## config.mk

```make
export PLATFORM = sky130hd
export DESIGN_NAME = gpio_link_rx
export DESIGN_NICKNAME = d
export VERILOG_FILES = /design/src/rtl/gpio_link_rx.sv
export SDC_FILE = /design/constraint.sdc
export NUM_CORES = 1
export LEC_CHECK = 0
export ABC_AREA = 1
export BUFFER_PORTS_ARGS = -buffer_cell sky130_fd_sc_hd__buf_2
export CAP_MARGIN = 10
export CORE_MARGIN = 2
export CORE_UTILIZATION = 49
export DETAILED_ROUTE_END_ITERATION = 10
export HOLD_SLACK_MARGIN = 0.15
export PLACE_DENSITY = 0.67
export SYNTH_ARGS = -nofsm -noshare
export SYNTH_HDL_FRONTEND = slang
export SYNTH_SLANG_ARGS = --single-unit
```

## constraint.sdc

```tcl
create_clock -name clk -period 1.35 [get_ports clk]
set_clock_uncertainty 0.05 [all_clocks]
set_input_delay 0.0675 -clock clk [delete_from_list [all_inputs] [get_ports clk]]
set_output_delay 0.0675 -clock clk [all_outputs]
set_load 0.02 [all_outputs]
```

## src/rtl/gpio_link_rx.sv

```systemverilog
// rtl/gpio_link_rx.sv - two-channel GPIO button receiver: sync, debounce, press/release/hold events (hold built with GPIO_LINK_HOLD_EN)

module gpio_link_rx_chan #(
  parameter int DEBOUNCE_CYCLES = 16,
  parameter int HOLD_CYCLES     = 32_500_000
) (
  input  logic clk,
  input  logic rst,
  input  logic din,
  output logic level,
  output logic press,
  output logic rel,
  output logic hold
);

  localparam int DB_W = $clog2(DEBOUNCE_CYCLES + 1);
  localparam logic [DB_W-1:0] DB_LAST = DB_W'(DEBOUNCE_CYCLES - 1);

  logic            sync1_q, sync1_d;
  logic            sync2_q, sync2_d;
  logic            level_q, level_d;
  logic [DB_W-1:0] db_cnt_q, db_cnt_d;
  logic            press_q, press_d;
  logic            rel_q, rel_d;

  // Two-stage synchronizer for the asynchronous pin
  always_comb begin
    sync1_d = din;
    sync2_d = sync1_q;
  end

  // Debounce: a new value must persist DEBOUNCE_CYCLES cycles; events fire with the level update
  always_comb begin
    level_d  = level_q;
    db_cnt_d = db_cnt_q;
    press_d  = 1'b0;
    rel_d    = 1'b0;
    if (sync2_q == level_q) begin
      db_cnt_d = '0;
    end else if (db_cnt_q == DB_LAST) begin
      level_d  = sync2_q;
      db_cnt_d = '0;
      press_d  = sync2_q;
      rel_d    = ~sync2_q;
    end else begin
      db_cnt_d = db_cnt_q + 1'b1;
    end
  end

  // State registers for synchronizer, debounce and edge events
  always_ff @(posedge clk or posedge rst) begin
    if (rst) begin
      sync1_q  <= 1'b0;
      sync2_q  <= 1'b0;
      level_q  <= 1'b0;
      db_cnt_q <= '0;
      press_q  <= 1'b0;
      rel_q    <= 1'b0;
    end else begin
      sync1_q  <= sync1_d;
      sync2_q  <= sync2_d;
      level_q  <= level_d;
      db_cnt_q <= db_cnt_d;
      press_q  <= press_d;
      rel_q    <= rel_d;
    end
  end

  assign level = level_q;
  assign press = press_q;
  assign rel   = rel_q;

`ifdef GPIO_LINK_HOLD_EN
  localparam int HD_W = $clog2(HOLD_CYCLES + 1);
  localparam logic [HD_W-1:0] HD_LAST = HD_W'(HOLD_CYCLES - 1);
  localparam logic [HD_W-1:0] HD_SAT  = HD_W'(HOLD_CYCLES);

  logic [HD_W-1:0] hold_cnt_q, hold_cnt_d;

  // Hold counter: restarts on press, saturates one past the hold point so only one pulse occurs
  always_comb begin
    hold_cnt_d = hold_cnt_q;
    if (!level_q || press_q) begin
      hold_cnt_d = '0;
    end else if (hold_cnt_q != HD_SAT) begin
      hold_cnt_d = hold_cnt_q + 1'b1;
    end
  end

  // Hold counter register
  always_ff @(posedge clk or posedge rst) begin
    if (rst) begin
      hold_cnt_q <= '0;
    end else begin
      hold_cnt_q <= hold_cnt_d;
    end
  end

  // Press cycle is excluded so HOLD_CYCLES=1 still lands one cycle after press
  assign hold = level_q & ~press_q & (hold_cnt_q == HD_LAST);
`else
  assign hold = 1'b0;
`endif

endmodule

module gpio_link_rx #(
  parameter int DEBOUNCE_CYCLES = 16,
  parameter int HOLD_CYCLES     = 32_500_000
) (
  input  logic clk,
  input  logic rst,
  input  logic gpio_left_input,
  input  logic gpio_right_input,
  output logic left_level,
  output logic right_level,
  output logic left_press,
  output logic left_release,
  output logic right_press,
  output logic right_release,
  output logic left_hold,
  output logic right_hold
);

  gpio_link_rx_chan #(
    .DEBOUNCE_CYCLES(DEBOUNCE_CYCLES),
    .HOLD_CYCLES    (HOLD_CYCLES)
  ) u_left (
    .clk  (clk),
    .rst  (rst),
    .din  (gpio_left_input),
    .level(left_level),
    .press(left_press),
    .rel  (left_release),
    .hold (left_hold)
  );

  gpio_link_rx_chan #(
    .DEBOUNCE_CYCLES(DEBOUNCE_CYCLES),
    .HOLD_CYCLES    (HOLD_CYCLES)
  ) u_right (
    .clk  (clk),
    .rst  (rst),
    .din  (gpio_right_input),
    .level(right_level),
    .press(right_press),
    .rel  (right_release),
    .hold (right_hold)
  );

endmodule

```

Word level (Yosys, flattened, before mapping)
Index checks and enable logic that the tools add are counted.
Cells by class
  muxes and demuxes: 12
  reduce and logical (&&, ||, !) cells: 2
  eq/ne operators: 4
  add/subtract/negate cells: 2
  bitwise operators: 4
Operators with widths (number)
  5-bit two-way mux: 4
  5-bit by 1-bit adder with 5-bit output, second input constant: 2
  5-bit by 4-bit == test with 1-bit output, second input constant: 2
  1-bit two-way mux: 8
  1-bit inverter: 4
  2-bit AND reduction: 2
  1-bit == test: 2
Storage, ports and cells
  bits of input ports: 4
  word-level logic and storage cells: 36
  output and inout port bits: 8
  bits in registers: 20

Depth between registers and ports, before layout
Gate-level depths: netlist of run 1.
  word-level depth: 3
  depth in mapped cells: 5
  gate-level depth less buffers: 5

By module
From an unflattened synthesis of run 1, not the netlist that was laid out.
Unflattened totals
  cell total of the unflattened synthesis: 86
  area, all modules: 815.8 µm²
By module, submodules not included
  gpio_link_rx_chan: cells each 43, area an instance 407.9 µm², instances 2

Worst setup path before layout of run 1
No wires, ideal clock.
  path kind: register -> register
  from: register u_right.db_cnt_q[0]
  to: register u_right.db_cnt_q[0]
  buffers on the path: 0
  data required time: 1228 ps
  arrival time: 912 ps
  slack: 317 ps
  clock period less this slack: 1033 ps
  stages on the path, launching flop included: 5
  cell sequence: dfrtp_1 -> ha_1 -> nand4_1 -> nand2_1 -> nor2_1
Between the ends
  cells in the longest elaborated chain, start to end: 3
  elaborated cells on any way between the ends: 4
Ends and longest elaborated chain
  start: declaration: RTL line 22  | logic [DB_W-1:0] db_cnt_q, db_cnt_d;
  start signal: assignment: RTL line 63  | db_cnt_q <= db_cnt_d;
  5-bit by 1-bit adder with 5-bit output / 5-bit by 4-bit == test with 1-bit output (equally long branches): RTL line 46, 40
  5-bit two-way mux *: RTL line 40  | end else if (db_cnt_q == DB_LAST) begin
  5-bit two-way mux *: RTL line 38  | if (sync2_q == level_q) begin
  via u_right.db_cnt_d[0]: RTL line 22
The timed path passes the listed nets; every way through them passes the cells marked *.
A chain may end at the register's enable or synchronous reset.

Final worst setup path of run 1
  from: register u_right.db_cnt_q[0]
  to: register u_right.db_cnt_q[1]
The elaborated chain is that of the path after synthesis.

==> metrics.md, run 1 <==
| Metric | Value |
|---|---|
| Number of top-level pins | 12 |
| Power per Cell Area | 1115 mW/mm2 |
| CP required | roughly 1.5 ns |
| Total of warnings raised by yosys | 0 |
| Avg Inst Size Synth | 9.637 um2 |
| CTS max path bufs | 2 |
| Post-synth top area cell | sky130_fd_sc_hd__dfrtp_1 |
| TritonCTS Buffers | 3 |
| RSZ-0062 raised after global routing | false |
| Peak VDD IR | between 0.7 and 0.8 mV |
| Sum of negative setup slack | 0 ns |
| Final weighted congestion in routability-driven placement | ~0.75 |
| Worst Setup Slack, final | roughly 0.20 ns |
| Achievable Freq | between 800 and 900 MHz |
| Fraction of final layout cells sized beyond drive strength 1 | between 10% and 20% |
| Filler cell count in the final layout | ~140 |
| Fraction of synthesized cell area taken by the top area cell type | 61.82% |
| Biggest area contributors in the synthesized netlist | sky130_fd_sc_hd__dfrtp_1 (62%), sky130_fd_sc_hd__nand2_1 (8.8%), sky130_fd_sc_hd__nor2_1 (6.5%) |
| TritonCTS clock tree | built |
| Antenna violation net count after detailed routing | 0 |
| Worst-path cell with the longest stage delay | sky130_fd_sc_hd__dfrtp_1 |
| Routed WL | between 1000 and 1500 um |
| Overflow after GRT | 0 |
| Largest net degree at the start of global routing | 21 |
| Worst Setup Path Type | flop to flop |
| Highest net fanout along the worst path | 4 |
| Number of antenna violations at the first check in global routing | 0 |
| Biggest cell delay along the critical path | ~0.41 ns |
| Number of standard-cell rows in the floorplan | 14 |
| Hold violation count in the final report | 0 |
| Mean routed wirelength per cell | approximately 9.4 um |
| Post-layout nets | 107 |
| HP Class | input pin to asynchronous set/reset pin |
| Initial standard-cell utilization of the core | 53.12% |
| Critical path cell sequence | ha_1 > nand4_1 > nand2_1 > nor2_1 |
| Hold Worst Slack | roughly 0.27 ns |
| Post-synthesis sequential area ratio | around 62% |
| DRT iter0 DRCs | 6 |
| Outcome | finished, final reports clean |
| Netlist area before placement | 809.5 um2 |
| Static leakage | between 0.5 and 0.6 nW |
| Total track usage | roughly 14% |
| Post-CTS Setup Bufs | 0 |
| DR vias/cell | 4.552 |
| Chip Width | between 40 and 50 um |
| Crit end category | flop |
| DP HPWL | just over 800 um |
| Root buffer cell | sky130_fd_sc_hd__clkbuf_4 |
| Count of inserted antenna diode cells | 0 |
| IO buf count | 9 |
| Sinks on the clock net | 20 |
| Vias in the first global route | approximately 480 |
| First-pass DRT Iterations | 4 |
| Clock transition at the registers of the reported paths | approximately 0.11 ns |
| Clock H-tree levels | 1 |
| Floorplan core area | 0.001524 mm2 |
| Chip height | between 40 and 50 um |
| Arrival time reported for the critical path endpoint | between 1 and 1.5 ns |
| Vias post-DR | 528 |
| Number of violations of the max-capacitance limit | 0 |
| Total die area | ~0.002 mm2 |
| Final worst path period need | about 1.2 ns |
| Mapped Cells | 84 |
| Pre-CTS WS | roughly 0.21 ns |
| Wire length of the first global-routing pass | about 1900 um |
| Synthesis-stage register bit count | 20 |
| Clock network latency to the later pin of the worst-skew pair | 0.29 ns |
| Max-slew violations | 0 |
| Number of design rule violations left after detail routing | 0 |
| Finish-stage setup viols | 0 |
| Period utilization | 85.45% |
| Critical Path Source Type | flop |
| Syn-to-layout area delta | 15.77% |
| Distinct cell type count of the synthesized netlist | 14 |
[placed cells by master (no fill, tap or decap)]
master / synthesis / layout
sky130_fd_sc_hd__clkbuf_4: 0 / 3
sky130_fd_sc_hd__nand4_2: 1 / 1
sky130_fd_sc_hd__buf_2: 0 / 9
sky130_fd_sc_hd__dfrtp_1: 20 / 20
sky130_fd_sc_hd__xnor2_1: 2 / 2
sky130_fd_sc_hd__nand2_1: 19 / 19
sky130_fd_sc_hd__conb_1: 1 / 2
sky130_fd_sc_hd__nand4_1: 3 / 3
sky130_fd_sc_hd__nand3_2: 1 / 1
sky130_fd_sc_hd__nand3_1: 3 / 3
sky130_fd_sc_hd__nor2_1: 14 / 14
sky130_fd_sc_hd__nand2_2: 1 / 1
sky130_fd_sc_hd__dlygate4sd3_1: 0 / 3
sky130_fd_sc_hd__ha_1: 2 / 2
sky130_fd_sc_hd__clkbuf_8: 0 / 1
sky130_fd_sc_hd__nor2_2: 2 / 2
sky130_fd_sc_hd__inv_1: 13 / 13
sky130_fd_sc_hd__buf_4: 2 / 1
[through the flow]
step | instance area (um2) | power, mW | util (%) | instances
after floorplan | 813.3 | 0.6975 | - | 85
after global placement | 870.8 | 0.7095 | 57.14 | 109
after detailed placement | 870.8 | 0.7125 | 57.14 | 109
after CTS | 937.1 | 1.057 | 61.49 | 116
after global routing | 937.1 | 1.089 | 61.49 | 116
final | 937.1 | 1.045 | 61.49 | 116
[layout make-up]
type / instances / area, um2 / area share, %
flip-flops and latches: 20 / 500.5 / 53.40
multi-input cells: 50 / 249.0 / 26.57
clock buffers: 4 / 36.28 / 3.872
well taps: 16 / 20.02 / 2.136
repair buffers: 13 / 82.58 / 8.812
inverters: 13 / 48.80 / 5.207
[path summary, 6_finish.rpt]
| check | from | to | slack [ns] | cells past startpoint |
|---|---|---|---|---|
| min reg2reg | u_right.sync1_q | u_right.sync2_q | 0.31 | 0 |
| min | rst | u_left.db_cnt_q[1] | 0.27 | 4 |
| max | u_right.db_cnt_q[0] | u_right.db_cnt_q[1] | 0.20 | 4 |
| min in group clk | u_right.sync1_q | u_right.sync2_q | 0.31 | 0 |
| max in group asynchronous | rst | u_right.db_cnt_q[0] | 0.78 | 4 |
| max reg2reg | u_right.db_cnt_q[0] | u_right.db_cnt_q[1] | 0.20 | 4 |
[cells by family after synthesis]
logic type | after synthesis | synth area share, %
buffers and inverters | 15 | 7.882
AND/OR/NAND/NOR | 44 | 24.57
flip-flops | 20 | 61.82
XOR/XNOR | 2 | 2.164
other | 1 | 0.4632
adder cells (fa/ha/maj) | 2 | 3.091
[synthesized netlist by cell type]
master,count
sky130_fd_sc_hd__buf_4,2
sky130_fd_sc_hd__conb_1,1
sky130_fd_sc_hd__dfrtp_1,20
sky130_fd_sc_hd__ha_1,2
sky130_fd_sc_hd__inv_1,13
sky130_fd_sc_hd__nand2_1,19
sky130_fd_sc_hd__nand2_2,1
sky130_fd_sc_hd__nand3_1,3
sky130_fd_sc_hd__nand3_2,1
sky130_fd_sc_hd__nand4_1,3
sky130_fd_sc_hd__nand4_2,1
sky130_fd_sc_hd__nor2_1,14
sky130_fd_sc_hd__nor2_2,2
sky130_fd_sc_hd__xnor2_1,2
[critical path, delay by kind of cell, from the launching register on]
family,cells,cell delay [ns]
DFF,1,0.41
and+or+nand+nor,3,0.36
adders and majority gates,1,0.23
[state kept, by name, indices dropped and copies added, names as in the netlist]
signal and flops:
u_right.db_cnt_q 5, u_left.sync1_q 1, u_left.sync2_q 1, u_right.press 1
u_right.rel 1, u_left.rel 1, u_left.level 1, u_left.db_cnt_q 5
u_left.press 1, u_right.sync2_q 1, u_right.level 1, u_right.sync1_q 1
[layer usage]
layer / routed length (um) / up-vias / GRT usage [%]
li1: - / 281 / -
met1: 601 / 230 / 19.47
met2: 423 / 13 / 19.13
met3: 40 / 4 / 2.449
met4: 30 / 0 / 10.91
met5: 0 / - / 0
[power breakdown]
| part | switching (mW) | total [mW] | internal, mW |
|---|---|---|---|
| Sequential | 0.0188 | 0.638 | 0.619 |
| Clock | 0.174 | 0.339 | 0.164 |
| Combinational | 0.0393 | 0.0676 | 0.0283 |
| Total | 0.233 | 1.04 | 0.812 |
[timing repair]
item	CTS	global route
resized for setup	0	0
hold buffers	3	0
hold endpoints to repair	22	0
Power figures use the tool's default switching activity.
==> inputs of run 2 (changes only) <==
--- a/config.mk
+++ b/config.mk
@@ -9,10 +9,10 @@
 export BUFFER_PORTS_ARGS = -buffer_cell sky130_fd_sc_hd__buf_2
 export CAP_MARGIN = 10
 export CORE_MARGIN = 2
-export CORE_UTILIZATION = 49
+export CORE_UTILIZATION = 53
 export DETAILED_ROUTE_END_ITERATION = 10
 export HOLD_SLACK_MARGIN = 0.15
-export PLACE_DENSITY = 0.67
+export PLACE_DENSITY = 0.72
 export SYNTH_ARGS = -nofsm -noshare
 export SYNTH_HDL_FRONTEND = slang
 export SYNTH_SLANG_ARGS = --single-unit
==> run 2 against run 1 <==
Net effect:
- non-clock buffer count unchanged
- first-iteration DRC count decreased by 67%
- routed wire length grew 1.9%
- clock-buffer cell count did not move
- via count is 3.8% higher
- highest routed layer unchanged
==> metrics.md, run 2 (synthesis gave the netlist of run 1 again) <==
| Metric | Value |
|---|---|
| WL met3 | ~44 um |
| Largest net degree at the start of global routing | 21 |
| Root buffer cell | sky130_fd_sc_hd__clkbuf_4 |
| Period utilization | approximately 87% |
| Biggest cell delay along the critical path | a little over 0.4 ns |
| Antenna violation net count after detailed routing | 0 |
| Floorplan core area | between 0.001 and 0.0015 mm2 |
| Mean routed wirelength per cell | between 9 and 10 um |
| First-pass DRT Iterations | 4 |
| Register-to-register setup slack | approximately 0.18 ns |
| DRT iter0 DRCs | 2 |
| Power consumption | approximately 1.0 mW |
| Number of design rule violations left after detail routing | 0 |
| CP required | between 1 and 1.5 ns |
| Number of standard-cell rows in the floorplan | 14 |
| Largest registers | u_left.db_cnt_q: 5 flops, u_right.db_cnt_q: 5 flops |
| Max-slew violations | 0 |
| Highest net fanout along the worst path | 4 |
| Worst Setup Path Type | flop to flop |
| Placed instance area | roughly 870 um2 |
| Hold violation count in the final report | 0 |
| Vias post-DR | approximately 550 |
| Chip Width | between 40 and 50 um |
| Number of top-level pins | 12 |
| Count of inserted antenna diode cells | 0 |
| Most frequent standard cell in the layout excluding fill and tap cells | sky130_fd_sc_hd__dfrtp_1 |
| Outcome | finished, final reports clean |
| Achievable Freq | roughly 850 MHz |
| Sum of negative setup slack | 0 ns |
| DP HPWL | between 800 and 900 um |
| Sinks on the clock net | 20 |
| Clock H-tree levels | 1 |
| Cell area after layout | roughly 940 um2 |
| Clock transition at the registers of the reported paths | 0.11 ns |
| Highest layer used for signal routing | met4 |
| Number of antenna violations at the first check in global routing | 0 |
| Critical Path Source Type | flop |
| Chip height | ~43 um |
| Final worst path period need | roughly 1.2 ns |
| Post-CTS Setup Bufs | 0 |
| TritonCTS clock tree | built |
| HP Class | input pin to asynchronous set/reset pin |
| Critical path cell sequence | ha_1 > nand4_1 > nand2_1 > nor2_1 |
| Total die area | between 0.0015 and 0.002 mm2 |
| Crit end category | flop |
| DR vias/cell | 4.724 |
| TritonCTS Buffers | 3 |
| Number of violations of the max-capacitance limit | 0 |
| Static leakage | between 0.5 and 0.6 nW |
| Post-layout nets | about 110 |
| Fraction of final layout cells sized beyond drive strength 1 | a little under a fifth |
| Total track usage | between 10% and 20% |
| Most used cells in the layout excluding fill and tap cells | sky130_fd_sc_hd__dfrtp_1 (20), sky130_fd_sc_hd__nand2_1 (19), sky130_fd_sc_hd__nor2_1 (14), sky130_fd_sc_hd__inv_1 (13), sky130_fd_sc_hd__buf_2 (9) |
| Finish-stage setup viols | 0 |
| CTS max path bufs | 2 |
| Routed WL | between 1000 and 1500 um |
| Final weighted congestion in routability-driven placement | about 0.74 |
| Initial standard-cell utilization of the core | 55.02% |
| Peak VDD IR | roughly 0.59 mV |
| Clock network latency to the later pin of the worst-skew pair | 0.29 ns |
| Wire length of the first global-routing pass | ~2000 um |
| WL met1 | around 540 um |
| IO buf count | 9 |
| Worst-path cell with the longest stage delay | sky130_fd_sc_hd__dfrtp_1 |
| RSZ-0062 raised after global routing | false |
| Syn-to-layout area delta | 15.77% |
| Overflow after GRT | 0 |
| Arrival time reported for the critical path endpoint | roughly 1.3 ns |
| Metal2 WL | ~520 um |
| Power per Cell Area | about 1100 mW/mm2 |
| Vias in the first global route | 517 |
run 2: cell counts in the layout (fill, tap and decap cells not counted):
Identical to the previous run, type by type.
run 2: worst max-delay path, delay by kind of cell (launching register included):
family                     cells  cell delay [ns]
adders and majority gates      1             0.24
DFF                            1             0.41
and+or+nand+nor                3             0.38
run 2: cell type report:
type | instances | area [um2]
clock buffers | 4 | 36.28
fillers | 123 | 534.3
inverters | 13 | 48.80
multi-input cells | 50 | 249.0
flip-flops and latches | 20 | 500.5
well taps | 16 | 20.02
repair buffers | 13 | 82.58
run 2: where the power goes:
part | leakage, nW | internal [mW] | total, mW | switching (mW)
Combinational | 0.236 | 0.0281 | 0.0672 | 0.0391
Clock | 0.0210 | 0.164 | 0.330 | 0.166
Sequential | 0.265 | 0.619 | 0.638 | 0.0189
run 2: stage by stage:
step / worst slack [ns] / util, % / hold WS (ns) / instances
2_1_floorplan: 0.3166 / - / -0.01867 / 85
3_3_place_gp: 0.2282 / 59.18 / 0.04475 / 109
3_5_place_dp: 0.2013 / 59.18 / 0.05411 / 109
4_1_cts: 0.1771 / 63.69 / 0.2722 / 116
5_1_grt: 0.1102 / 63.69 / 0.3002 / 116
6_report: 0.1800 / 63.69 / 0.2731 / 116
run 2: path summary, 6_finish.rpt:
kind,startpoint,cells after the start,end
max in group asynchronous,rst,4,u_left.level
hold reg to reg,u_right.sync1_q,0,u_right.sync2_q
setup / recovery,u_right.db_cnt_q[0],4,u_right.db_cnt_q[0]
setup reg to reg,u_right.db_cnt_q[0],4,u_right.db_cnt_q[0]
min in group clk,u_right.sync1_q,0,u_right.sync2_q
hold / removal,rst,4,u_right.sync2_q
run 2: per-layer routing:
layer / global-route usage, % / vias to the layer above
met5: 0 / -
met3: 2.553 / 2
met1: 18.72 / 252
li1: - / 280
met2: 22.69 / 14
met4: 7.273 / 0
run 2: timing repair:
action                     CTS  global route
hold buffers                 3             0
hold endpoints to repair    22             0
setup endpoints to repair    0             0
resized for setup            0             0
==> inputs of run 3 (changes only) <==
==> config.mk (replaced) <==
export PLATFORM = sky130hd
export DESIGN_NAME = gpio_link_rx
export DESIGN_NICKNAME = d
export VERILOG_FILES = /design/src/rtl/gpio_link_rx.sv
export SDC_FILE = /design/constraint.sdc
export NUM_CORES = 1
export LEC_CHECK = 0
export ABC_AREA = 1
export CAP_MARGIN = 10
export CORE_MARGIN = 2
export CORE_UTILIZATION = 55
export DETAILED_ROUTE_END_ITERATION = 10
export DONT_BUFFER_PORTS = 1
export HOLD_SLACK_MARGIN = 0.15
export PLACE_DENSITY = 0.67
export SYNTH_ARGS = -nofsm -noshare
export SYNTH_HDL_FRONTEND = slang
export SYNTH_SLANG_ARGS = --single-unit
==> run 3 against run 2 <==
Net effect:
- via count is 8.6% lower
- critical path type unchanged
- fmax down 0.67%
- largest cell class unchanged
- highest routed layer unchanged
- critical endpoint is now u_right.db_cnt_q[3]
- register-to-register slack barely moved
==> metrics.md, run 3 (synthesis gave the netlist of run 1 again) <==
| Metric | Value |
|---|---|
| Outcome | finished, final reports clean |
| Count of inserted antenna diode cells | 0 |
| Final worst path period need | between 1 and 1.5 ns |
| Proportion of total power due to net switching | between 20% and 30% |
| Number of top-level pins | 12 |
| Chip Width | 42.37 um |
| Largest registers | u_left.db_cnt_q: 5 flops, u_right.db_cnt_q: 5 flops |
| Worst Setup Path Type | flop to flop |
| Peak VDD IR | 0.5886 mV |
| Sw Pwr | ~0.21 mW |
| Arrival time reported for the critical path endpoint | between 1 and 1.5 ns |
| Power share of the clock group | around 31% |
| HP Class | input pin to asynchronous set/reset pin |
| Max-slew violations | 0 |
| Highest net fanout along the worst path | 4 |
| Total track usage | between 10 and 15% |
| Total die area | between 0.0015 and 0.002 mm2 |
| Most used cells in the layout excluding fill and tap cells | sky130_fd_sc_hd__dfrtp_1 (20), sky130_fd_sc_hd__nand2_1 (19), sky130_fd_sc_hd__nor2_1 (14), sky130_fd_sc_hd__inv_1 (13) |
| Final weighted congestion in routability-driven placement | 0.7104 |
| Sum of negative setup slack | 0 ns |
| Vias post-DR | approximately 500 |
| Int Pwr | a little over 0.8 mW |
| Antenna violation net count after detailed routing | 0 |
| Clock network latency to the later pin of the worst-skew pair | ~0.28 ns |
| DRT iter0 DRCs | 7 |
| Number of standard-cell rows in the floorplan | 13 |
| Part of the total power dissipated in sequential elements | 62.5% |
| IO buf count | 0 |
| Routed WL | about 1100 um |
| Critical Path Source Type | flop |
| TritonCTS clock tree | built |
| Worst r2r dst | u_right.db_cnt_q[3] |
| Filler cell count in the final layout | between 100 and 150 |
| First-pass DRT Iterations | 3 |
| Crit end category | flop |
| Period utilization | ~87% |
| CTS max path bufs | 2 |
| Most frequent standard cell in the layout excluding fill and tap cells | sky130_fd_sc_hd__dfrtp_1 |
| Achievable Freq | about 850 MHz |
| Portion of total power attributed to combinational logic | 6.2% |
| Initial standard-cell utilization of the core | 60.69% |
| Clock transition at the registers of the reported paths | 0.10 ns |
| TritonCTS Buffers | 3 |
| Largest net degree at the start of global routing | 21 |
| Number of violations of the max-capacitance limit | 0 |
| Number of antenna violations at the first check in global routing | 0 |
| Power per Cell Area | between 1000 and 1500 mW/mm2 |
| Cell count after placement | a little under 100 |
| Post-layout nets | a little under 100 |
| Count of cells resized by post-cts repair | 0 |
| Critical path depth | 4 |
| Hold violation count in the final report | 0 |
| Overflow after GRT | 0 |
| Critical path's top delay family | flip-flops |
| Worst Reg2Reg Path Length in Cells | 4 |
| Sinks on the clock net | 20 |
| Floorplan core area | about 0.0013 mm2 |
| DR vias/cell | 4.726 |
| Post-CTS Setup Bufs | 0 |
| Count of buffering cells on the critical path with inverters included | 0 |
| Static leakage | approximately 0.48 nW |
| Clock H-tree levels | 1 |
| Fraction of final layout cells sized beyond drive strength 1 | between 10% and 20% |
| RSZ-0062 raised after global routing | false |
| Biggest cell delay along the critical path | 0.42 ns |
| Mean routed wirelength per cell | ~10 um |
| Syn-to-layout area delta | 10.05% |
| Number of standard cells in the final layout excluding fillers | 106 |
| Register-to-register setup slack | 0.17 ns |
| Critical path cell sequence | ha_1 > nand4_1 > nand2_1 > nor2_1 |
| Wire length of the first global-routing pass | ~2000 um |
| Number of design rule violations left after detail routing | 0 |
| Finish-stage setup viols | 0 |
| Root buffer cell | sky130_fd_sc_hd__clkbuf_4 |
| Worst-path cell with the longest stage delay | sky130_fd_sc_hd__dfrtp_1 |
| R2r startpoint | u_right.db_cnt_q[0] |
| CP required | ~1.5 ns |
| Chip height | roughly 42 um |
| Vias in the first global route | just under 500 |
| DP HPWL | 794.8 um |
-- run 3: changes by cell type in the layout (fill, tap and decap cells not counted) --
| cell | before | now |
|---|---|---|
| sky130_fd_sc_hd__buf_2 | 9 | 0 |
-- run 3: metal layers --
metal	wire, um	vias to the layer above	track usage, %	share of wire, %
met5	0	-	0	0
met4	6	0	9.375	0.56
met3	49	2	3.448	4.5
met2	483	13	21.85	45
met1	537	222	19.37	50
li1	-	264	-	-
-- run 3: worst max path at each step --
stage,start,endpoint,slack [ns]
final,u_right.db_cnt_q[0],u_right.db_cnt_q[3],0.17
after global routing,u_left.db_cnt_q[0],u_left.db_cnt_q[0],0.09
after CTS,u_left.db_cnt_q[0],u_left.db_cnt_q[0],0.18
after detailed placement,u_left.db_cnt_q[0],u_left.db_cnt_q[0],0.20
after global placement,u_right.db_cnt_q[0],u_right.db_cnt_q[0],0.22
after floorplan,u_right.db_cnt_q[0],u_right.db_cnt_q[0],0.32
-- run 3: worst reg2reg max path, cell delays in order (launching register included) --
cell                      delay [ns]
sky130_fd_sc_hd__dfrtp_1        0.42
sky130_fd_sc_hd__ha_1           0.26
sky130_fd_sc_hd__nand4_1        0.15
sky130_fd_sc_hd__nand2_1        0.12
sky130_fd_sc_hd__nor2_1         0.12
-- run 3: repair_timing --
| item | CTS | global route |
|---|---|---|
| hold buffers | 3 | 0 |
| endpoints found under the setup margin | 0 | 0 |
| endpoints found under the hold margin | 22 | 0 |
-- run 3: power groups by stage --
| stage | Combinational [mW] | Clock (mW) | Sequential, mW |
|---|---|---|---|
| after floorplan | 0.0513 | 0 | 0.646 |
| after global placement | 0.0567 | 0 | 0.649 |
| after detailed placement | 0.0573 | 0 | 0.650 |
| after CTS | 0.0647 | 0.342 | 0.638 |
| after global routing | 0.0747 | 0.362 | 0.642 |
| final | 0.0632 | 0.321 | 0.639 |
-- run 3: through the flow --
| stage | hold slack [ns] | power (mW) | setup WS (ns) | area [um2] | utilization [%] |
|---|---|---|---|---|---|
| floorplan | -0.01867 | 0.6975 | 0.3166 | 813.3 | - |
| global placement | -0.05830 | 0.7059 | 0.2192 | 824.5 | 61.82 |
| detailed placement | -0.05629 | 0.7076 | 0.1975 | 824.5 | 61.82 |
| CTS | 0.1734 | 1.045 | 0.1791 | 890.9 | 66.79 |
| global route | 0.1895 | 1.079 | 0.09404 | 890.9 | 66.79 |
| finish | 0.1841 | 1.023 | 0.1721 | 890.9 | 66.79 |
-- run 3: area by class of cell --
class	instances	area [um2]	area share [%]
timing repair buffer	4	37.54	4.213
sequential	20	500.5	56.18
tap	15	18.77	2.107
multi-input combinational	50	249.0	27.95
clock buffer	4	36.28	4.073
inverter	13	48.80	5.478
